==> src/rtl/alu_pwr_seq.sv <==
// alu_pwr_seq: power-sequencing controller for the gated ALU domain.
// Orders power-down as drain -> isolate -> reset -> power off, and power-up
// as power on -> ramp -> release reset -> de-isolate.
// Optional feature macro: ALU_PWR_AUTO_SLEEP_EN (idle auto-sleep, start-in-OFF auto-wake).
module alu_pwr_seq #(
  parameter int unsigned ISO_CYC   = 2,
  parameter int unsigned RAMP_CYC  = 8,
  parameter int unsigned DRAIN_TMO = 64,
  parameter int unsigned IDLE_CYC  = 32
) (
  input  logic       clk_i,
  input  logic       rst_i,
  input  logic       sleep_req_i,
  input  logic       wake_req_i,
  input  logic       start_in_i,
  input  logic       alu_busy_i,
  output logic       start_out_o,
  output logic       alu_pwr_en_o,
  output logic       iso_en_o,
  output logic       alu_rst_n_o,
  output logic [2:0] pwr_state_o,
  output logic       done_o,
  output logic       drain_err_o
);

  localparam int unsigned MAX_AB  = (ISO_CYC > RAMP_CYC) ? ISO_CYC : RAMP_CYC;
  localparam int unsigned MAX_CD  = (DRAIN_TMO > IDLE_CYC) ? DRAIN_TMO : IDLE_CYC;
  localparam int unsigned MAX_P   = (MAX_AB > MAX_CD) ? MAX_AB : MAX_CD;
  localparam int unsigned CNT_W   = $clog2(MAX_P + 1);

  typedef enum logic [2:0] {
    S_OFF    = 3'd0,
    S_RAMP   = 3'd1,
    S_RSTREL = 3'd2,
    S_ON     = 3'd3,
    S_DRAIN  = 3'd4,
    S_ISO    = 3'd5
  } state_e;

  state_e             state_q, state_d;
  logic [CNT_W-1:0]   cnt_q, cnt_d;
  logic               pend_q, pend_d;
  logic               err_d;
  logic               pwr_en_d, iso_en_d, rst_n_d, done_d;
  logic               sleep_ev, wake_ev;
  logic               idle_hit, auto_wake;

`ifdef ALU_PWR_AUTO_SLEEP_EN
  logic [CNT_W-1:0]   idle_q, idle_d;

  // Idle detect: ON cycles with no start and no busy; start in OFF wakes the domain.
  always_comb begin
    idle_hit  = (state_q == S_ON) && !start_in_i && !alu_busy_i &&
                (idle_q == CNT_W'(IDLE_CYC - 1));
    auto_wake = (state_q == S_OFF) && start_in_i;
    idle_d    = '0;
    if ((state_q == S_ON) && (state_d == S_ON) && !start_in_i && !alu_busy_i) begin
      idle_d = idle_q + CNT_W'(1);
    end
  end

  // Idle counter register
  always_ff @(posedge clk_i or posedge rst_i) begin
    if (rst_i) idle_q <= '0;
    else       idle_q <= idle_d;
  end
`else
  // Without auto-sleep only explicit requests move the FSM.
  always_comb begin
    idle_hit  = 1'b0;
    auto_wake = 1'b0;
  end
`endif

  // State register
  always_ff @(posedge clk_i or posedge rst_i) begin
    if (rst_i) state_q <= S_OFF;
    else       state_q <= state_d;
  end

  // Next-state, counter, pending-sleep and drain-error logic
  always_comb begin
    state_d  = state_q;
    cnt_d    = '0;
    pend_d   = pend_q;
    err_d    = drain_err_o;
    sleep_ev = sleep_req_i | idle_hit;
    wake_ev  = wake_req_i | auto_wake;
    unique case (state_q)
      S_OFF: begin
        if (wake_ev) state_d = S_RAMP;
      end
      S_RAMP: begin
        if (cnt_q == CNT_W'(RAMP_CYC - 1)) state_d = S_RSTREL;
        else                               cnt_d   = cnt_q + CNT_W'(1);
      end
      S_RSTREL: begin
        state_d = S_ON;
      end
      S_ON: begin
        if (sleep_ev || pend_q) state_d = S_DRAIN;
      end
      S_DRAIN: begin
        if (wake_req_i) begin
          state_d = S_ON;
        end else if (!alu_busy_i) begin
          state_d = S_ISO;
        end else if (cnt_q == CNT_W'(DRAIN_TMO - 1)) begin
          state_d = S_ISO;
          err_d   = 1'b1;
        end else begin
          cnt_d = cnt_q + CNT_W'(1);
        end
      end
      S_ISO: begin
        if (cnt_q == CNT_W'(ISO_CYC - 1)) state_d = S_OFF;
        else                              cnt_d   = cnt_q + CNT_W'(1);
      end
      default: begin
        state_d = S_OFF;
      end
    endcase
    // A sleep request during power-up is remembered; a later wake cancels it.
    if ((state_q == S_RAMP) || (state_q == S_RSTREL)) begin
      if (wake_req_i)       pend_d = 1'b0;
      else if (sleep_req_i) pend_d = 1'b1;
    end else if (state_q == S_ON) begin
      pend_d = 1'b0;
    end
  end

  // Output decode from the upcoming state so outputs come straight from flops
  always_comb begin
    pwr_en_d = 1'b1;
    iso_en_d = 1'b1;
    rst_n_d  = 1'b0;
    unique case (state_d)
      S_OFF:    begin pwr_en_d = 1'b0; iso_en_d = 1'b1; rst_n_d = 1'b0; end
      S_RAMP:   begin pwr_en_d = 1'b1; iso_en_d = 1'b1; rst_n_d = 1'b0; end
      S_RSTREL: begin pwr_en_d = 1'b1; iso_en_d = 1'b1; rst_n_d = 1'b1; end
      S_ON:     begin pwr_en_d = 1'b1; iso_en_d = 1'b0; rst_n_d = 1'b1; end
      S_DRAIN:  begin pwr_en_d = 1'b1; iso_en_d = 1'b0; rst_n_d = 1'b1; end
      S_ISO:    begin pwr_en_d = 1'b1; iso_en_d = 1'b1; rst_n_d = 1'b0; end
      default:  begin pwr_en_d = 1'b0; iso_en_d = 1'b1; rst_n_d = 1'b0; end
    endcase
    // Drain abort back to ON is not a completed transition, so no pulse.
    done_d = ((state_d == S_ON)  && (state_q == S_RSTREL)) ||
             ((state_d == S_OFF) && (state_q == S_ISO));
  end

  // Registered outputs and datapath state
  always_ff @(posedge clk_i or posedge rst_i) begin
    if (rst_i) begin
      cnt_q        <= '0;
      pend_q       <= 1'b0;
      alu_pwr_en_o <= 1'b0;
      iso_en_o     <= 1'b1;
      alu_rst_n_o  <= 1'b0;
      done_o       <= 1'b0;
      drain_err_o  <= 1'b0;
    end else begin
      cnt_q        <= cnt_d;
      pend_q       <= pend_d;
      alu_pwr_en_o <= pwr_en_d;
      iso_en_o     <= iso_en_d;
      alu_rst_n_o  <= rst_n_d;
      done_o       <= done_d;
      drain_err_o  <= err_d;
    end
  end

  assign pwr_state_o = state_q;
  // Start gating is combinational so an issuer sees same-cycle acceptance.
  assign start_out_o = start_in_i & (state_q == S_ON) & ~sleep_req_i;

endmodule
==> config.mk <==
export PLATFORM = sky130hd
export DESIGN_NAME = alu_pwr_seq
export DESIGN_NICKNAME = d
export VERILOG_FILES = /design/src/rtl/alu_pwr_seq.sv
export SDC_FILE = /design/constraint.sdc
export NUM_CORES = 1
export LEC_CHECK = 0
export CAP_MARGIN = 20
export CORE_MARGIN = 2
export CORE_UTILIZATION = 55
export DETAILED_ROUTE_END_ITERATION = 16
export PLACE_DENSITY = 0.82
export SLEW_MARGIN = 20
export SYNTH_ARGS = -nofsm -noshare
export SYNTH_HDL_FRONTEND = slang
export SYNTH_SLANG_ARGS = --single-unit
==> constraint.sdc <==
create_clock -name clk_i -period 3.5 [get_ports clk_i]
set_input_delay 0.7 -clock clk_i [delete_from_list [all_inputs] [get_ports clk_i]]
set_output_delay 0.7 -clock clk_i [all_outputs]
set_load 0.02 [all_outputs]
==> impl_results.md, run 1 <==
- Outcome: finished, final reports clean
- Fraction of layout cells with a size suffix above 1: a little over a tenth
- Max frequency: about 370 MHz
- Area contributors post-synth: dfrtp_1 (42%), nand2_1 (3.4%), nor2_1 (3.4%)
- Endpoint class of the critical path: output port
- Crit start category: input port
- Finish-stage setup viols: 0
- Total wire length: 1680 um
- Seq cells post-synth: 16
- CTS H-tree depth: 1
- Syn Inst Count: 88
- P per Cell Area: 734 mW/mm^2
- Clock Latency Late Sink: 270 ps
- Core area: roughly 0.0015 sq mm
- Minimum clock period: approximately 2700 ps
- Final antenna-violating net count: 0
- Combinational share of power: 47.9%
- Share of the synthesized area in the top cell type: between 40% and 50%
- DP Wirelength: 1260 um
- Critical path type: in -> out
- Final Hold Vio Count: 0
- Switching Fraction: 41.1%
- WP data arrival: approximately 2000 ps
- Clk buf depth: 2
- CTS Sinks: 16
- Post-Syn Nets: 96
- Sequential-to-total area share from yosys stat: 44.9%
- Initial DRC Count: 5
- Synth-to-layout area growth: 19.0%
- Residual DRC: 0
- Clock share of power: 12.2%
- Clk slew on worst S/H paths: 80 ps
- Aggregate global routing overflow: 0
- Max-capacitance violation count: 0
- Gp weighted congestion: 0.776
- Final setup TNS: 0 ps
- Die Area: 0.00197 sq mm
- Psw: 321 uW
- Vias: 690
- Post-synth EDFFs: 0
- Hold-fix buffers, CTS: 0
- Total CTS buffers: 3
- Dominant synthesized flop cell: dfrtp_1
- Slew @ Worst Pin: 615 ps
- Post-Syn Area: ~900 sq um
- Initial Util: 58.7%
- Die Span Y: 44.3 um
- Core Rows: 14
- Max FO, Critical Path: 1
- Netlist cell types: 40
- RSZ-0062 raised after global routing: no
- Initial antenna violation count: 0
- Detailed-route wire length per cell: 14.0 um
- Power Internal: 461 uW
- Post-CTS sizing: 0
- Dominant cell type by area after synthesis: dfrtp_1
- Vias per Instance: ~5.8
- Root Buffer: clkbuf_4
- Setup repair bufs after CTS: 0
- Layout Skew: 8.96 ps
- Total track usage: 19.3%
- Type of the most critical hold path: reg -> reg
- Mean Syn Cell Area: 10.2 sq um
- Post-synth ARST share: 100%
- Synth warn: 0
- WHS: 467 ps
- Slew Viols, Final: 0
- Pin count of the biggest net entering global routing: 17
- CTS tree: done
- Slew headroom: 58.9%
- First-pass GRT wire length: 2780 um
- Max VDD drop: 0.489 mV
- Ports: 15
- ANT cells: 0
- DRT Pass-1 Iters: 4
- Share of power burned in registers: 39.9%
- Die width: about 44 um
- Fin crit share: 77.1%
- WP data required: 2800 ps
- Nets: 113
- Leakage power: 0.456 nW
- Vias in the first global route: 655
- Port Buffer Count: 14
## critical path, cell delays in order
cell and delay [ps]:
clkdlybuf4s50_1 450, nand2_1 50, nor3_1 160, clkdlybuf4s50_1 640
## registers in the layout, summed over array words and instances, names as in the netlist
name          cells
alu_pwr_en_o      1
pend_q            1
cnt_q             7
done_o            1
iso_en_o          1
pwr_state_o       3
drain_err_o       1
alu_rst_n_o       1
## power groups by stage
stage	Combinational, mW	Sequential (mW)	Clock (mW)
global placement	0.369	0.312	0
finish	0.375	0.312	0.0956
floorplan	0.254	0.323	0
detailed placement	0.375	0.316	0
CTS	0.376	0.311	0.0993
global route	0.418	0.321	0.105
## stage by stage
step	std cells	power [mW]	cell area, sq um	worst slack [ps]	util (%)
global route	120	0.845	1060	753	69.9
floorplan	88	0.578	895	1560	-
detailed placement	116	0.691	1040	783	68.1
global placement	116	0.680	1040	847	68.1
finish	120	0.782	1060	801	69.9
CTS	120	0.787	1060	771	69.9
## Yosys cell counts, types with 3 or more instances
cell type and count:
dfrtp_1 15, nand2_1 8, nor2_1 8, inv_1 5, nand3_1 4, o21ai_0 4
a21oi_1 3, nor3_1 3
## layer usage
| metal | GRT usage, % | part of all wire, % |
|---|---|---|
| met5 | 0 | 0 |
| met3 | 2.45 | 3.1 |
| met1 | 27.1 | 49 |
| met4 | 7.27 | 0.60 |
| met2 | 30.6 | 47 |
## path summary, 6_finish.rpt
check / startpoint / to / slack (ps) / depth (start not counted)
worst max-delay path: start_in_i / start_out_o / 800 / 4
min in group asynchronous: rst_i / cnt_q[4] / 790 / 2
max in group asynchronous: rst_i / alu_pwr_en_o / 2310 / 2
worst min-delay path: drain_err_o / drain_err_o / 470 / 1
worst min register to register: drain_err_o / drain_err_o / 470 / 1
worst max register to register: pwr_state_o[0] / alu_rst_n_o / 1620 / 4
## cell type report
type	instances	area (sq um)
inverter	5	18.8
tap	16	20.0
fill	117	459
multi-input combinational	65	458
sequential	16	402
clock buffer	4	26.3
timing repair buffer	14	140
## placed cells by master, fill, tap and decap left out, drive strengths merged
master         netlist  layout
nand2b               3       3
a2bb2oi              1       1
nand2                8       8
o211ai               2       2
ha                   2       2
inv                  5       5
o21ai                5       5
nor3                 3       3
nand4bb              1       1
o311ai               1       1
or3                  1       1
or2                  1       1
a21o                 2       2
o21a                 1       1
nor4b                1       1
clkbuf               0       4
a2111oi              1       1
xor2                 2       2
nor2b                1       1
dfstp                1       1
or3b                 1       1
nand3                4       4
dfrtp               15      15
clkdlybuf4s50        0      14
maj3                 1       1
a21oi                4       4
a22oi                1       1
nor4                 2       2
and2b                1       1
or4b                 1       1
xnor2                1       1
nor2                 8       8
o22ai                1       1
and2                 1       1
a211oi               2       2
nand3b               1       1
## logic make-up (layout without fill, tap and decap cells)
| logic type | Yosys count | in the layout | synth area share [%] |
|---|---|---|---|
| xor gates and xnor gates | 3 | 3 | 2.94 |
| adders and majority gates | 3 | 3 | 3.92 |
| and+or+nand+nor | 38 | 38 | 27.3 |
| AOI/OAI and AO/OA | 21 | 21 | 17.1 |
| buffers and inverters | 7 | 23 | 3.92 |
| DFF | 16 | 16 | 44.9 |
Power figures use the tool's default switching activity.
==> run 2: changes to the inputs <==
Settings changed: CORE_UTILIZATION 55 to 46, PLACE_DENSITY 0.82 to 0.73.
Clock period 3.5 ns to 2.2 ns, I/O delays scaled along.
==> run 2 against run 1 <==
Count of clock-buffer cells in the layout did not move. Via count rose by 5.1%. Global-route usage decreased by 1.1 points.
==> impl_results.md, run 2 (same netlist as run 1, synthesis figures left out) <==
- Outcome: finished, final reports clean
- Die Span Y: 48.1 um (+8.5%)
- DP Wirelength: 1300 um (+2.9%)
- Register with the most flip-flops: cnt_q
- Endpoint class of the critical path: output port
- Core Rows: 15 (+1)
- Final Hold Vio Count: 0 (unchanged)
- Cell family with most CP delay: buffers and inverters
- Commonest non-fill, non-tap cell in the layout: dfrtp_1
- Max VDD drop: 0.562 mV (+15%)
- Total track usage: 18.2% (-1.1 points)
- P per Cell Area: 1160 mW/mm^2 (+58%)
- Initial DRC Count: 9 (+4)
- WP data arrival: 1470 ps (-530 ps)
- Die Area: 0.00231 sq mm (+18%)
- Slowest cell on crit path: clkdlybuf4s50_1
- Max FO, Critical Path: 10 (+9)
- Total wire length: 1710 um (+2.0%)
- Vias per Instance: 5.41 (-5.9%)
- Slew @ Worst Pin: 595 ps (-20.7 ps)
- Final antenna-violating net count: 0 (unchanged)
- Initial antenna violation count: 0 (unchanged)
- Crit start category: flop
- Aggregate global routing overflow: 0 (unchanged)
- Final cell count without fillers: 134 (+12%)
- Type of the most critical hold path: reg -> reg
- DP Area: 0.00109 sq mm (+4.7%)
- Hold-fix buffers, CTS: 0 (unchanged)
- Die width: 48.1 um (+8.5%)
- Max FFs per register: 7 (unchanged)
- Final setup TNS: 0 ps (unchanged)
- Nets: 118 (+4.4%)
- ANT cells: 0 (unchanged)
- Critical path type: reg -> out
- Residual DRC: 0 (unchanged)
- WP data required: 1760 ps (-1040 ps)
- Max-capacitance violation count: 0 (unchanged)
- Finish-stage setup viols: 0 (unchanged)
- CTS H-tree depth: 1 (unchanged)
- Port Buffer Count: 14 (unchanged)
- Slew headroom: 60.3% (+1.4 points)
- Slew Viols, Final: 0 (unchanged)
- Detailed-route wire length per cell: 12.8 um (-8.6%)
- FF+latch area: 402 sq um (unchanged)
- WHS: 471 ps (+3.61 ps)
- Layout Skew: 5.58 ps (-3.37 ps)
- First-pass GRT wire length: 2860 um (+3.0%)
- Clk buf depth: 2 (unchanged)
- Core area: 0.00178 sq mm (+17%)
- Clk slew on worst S/H paths: 80 ps (about the same)
- DP Cell Count: 130 (+12%)
- Vias: 725 (+5.1%)
- Pin count of the biggest net entering global routing: 17 (unchanged)
- Crit path buf inv count: 1 (-1)
- Minimum clock period: 1910 ps
- Leakage power: 0.500 nW (+9.6%)
- Most frequent cells in the layout: dfrtp_1 (15), clkdlybuf4s50_1 (13), nand2_1 (8), nor2_1 (8)
- Max frequency: 523 MHz
- Initial Util: 50.2% (-8.5 points)
- Gp weighted congestion: 0.784 (+1.0%)
- Fillers: 155 (+32%)
- RSZ-0062 raised after global routing: no
- Max incr delay on CP: 670 ps (+30 ps)
- Root Buffer: clkbuf_4
- Total CTS buffers: 3 (unchanged)
- CTS tree: done
- Final Cell Area: 0.00112 sq mm (+4.8%)
- Synth-to-layout area growth: 24.8%
- Ports: 15 (unchanged)
- Clock Latency Late Sink: 280 ps (about the same)
- Multi-input combinational cell area: 458 sq um (unchanged)
- Fraction of layout cells with a size suffix above 1: 14.7% (+4.1 points)
- Fin crit share: 86.9%
- DRT Pass-1 Iters: 5 (+1)
- Critical Path, Cell by Cell: clkdlybuf4s50_1
- Vias in the first global route: 685 (+4.6%)
- CTS Sinks: 16 (unchanged)
-- run 2: cell types whose count changed in the layout (fill, tap and decap cells not counted), sizes merged --
| cell | delta |
|---|---|
| buf | +5 |
| dlymetal6s2s | +1 |
| clkdlybuf4s50 | -1 |
-- run 2: what timing repair did --
action	in CTS	in global routing
buffers inserted	0	0
endpoints found under the setup margin	0	1
gates resized for setup	0	1
-- run 2: final cells by class --
type | count | share of cell area, %
Sequential cell | 16 | 36.0
Tap cell | 25 | 2.80
Clock buffer | 4 | 2.35
Timing Repair Buffer | 19 | 16.1
Inverter | 5 | 1.68
Multi-Input combinational cell | 65 | 41.0
-- run 2: worst paths after layout --
| path | startpoint | endpoint | slack [ps] | cells past startpoint |
|---|---|---|---|---|
| max | pwr_state_o[0] | pwr_state_o[0] | 290 | 1 |
| min | drain_err_o | drain_err_o | 470 | 1 |
| max reg2reg | pwr_state_o[0] | alu_rst_n_o | 380 | 4 |
| min reg2reg | drain_err_o | drain_err_o | 470 | 1 |
| max in group asynchronous | rst_i | pwr_state_o[0] | 1300 | 2 |
| min in group asynchronous | rst_i | cnt_q[4] | 510 | 2 |
-- run 2: routing by layer --
layer  part of all wire (%)  up-vias  GRT usage [%]
met2                     47       15           30.4
li1                       -      358              -
met3                    3.9        4           2.59
met5                      0        -              0
met4                    1.5        0           8.11
met1                     48      348           23.5
-- run 2: metrics by stage --
step                      total power [mW]  setup slack (ps)  util [%]
after CTS                             1.30              31.4      62.5
after global routing                  1.39               167      62.6
after global placement                1.13              71.0      61.0
after floorplan                      0.919               516         -
final                                 1.29               289      62.6
after detailed placement              1.14              38.4      61.0
-- run 2: power by group --
| group | switching [mW] | total, mW | internal [mW] |
|---|---|---|---|
| Clock | 0.0852 | 0.155 | 0.0703 |
| Combinational | 0.365 | 0.681 | 0.315 |
| Sequential | 0.0686 | 0.456 | 0.387 |
==> run 3: changes to the inputs <==
Settings changed: GPL_TIMING_DRIVEN set to 1.
==> results of run 3 <==
The final DEF is identical to that of run 2; final timing and power are the same.
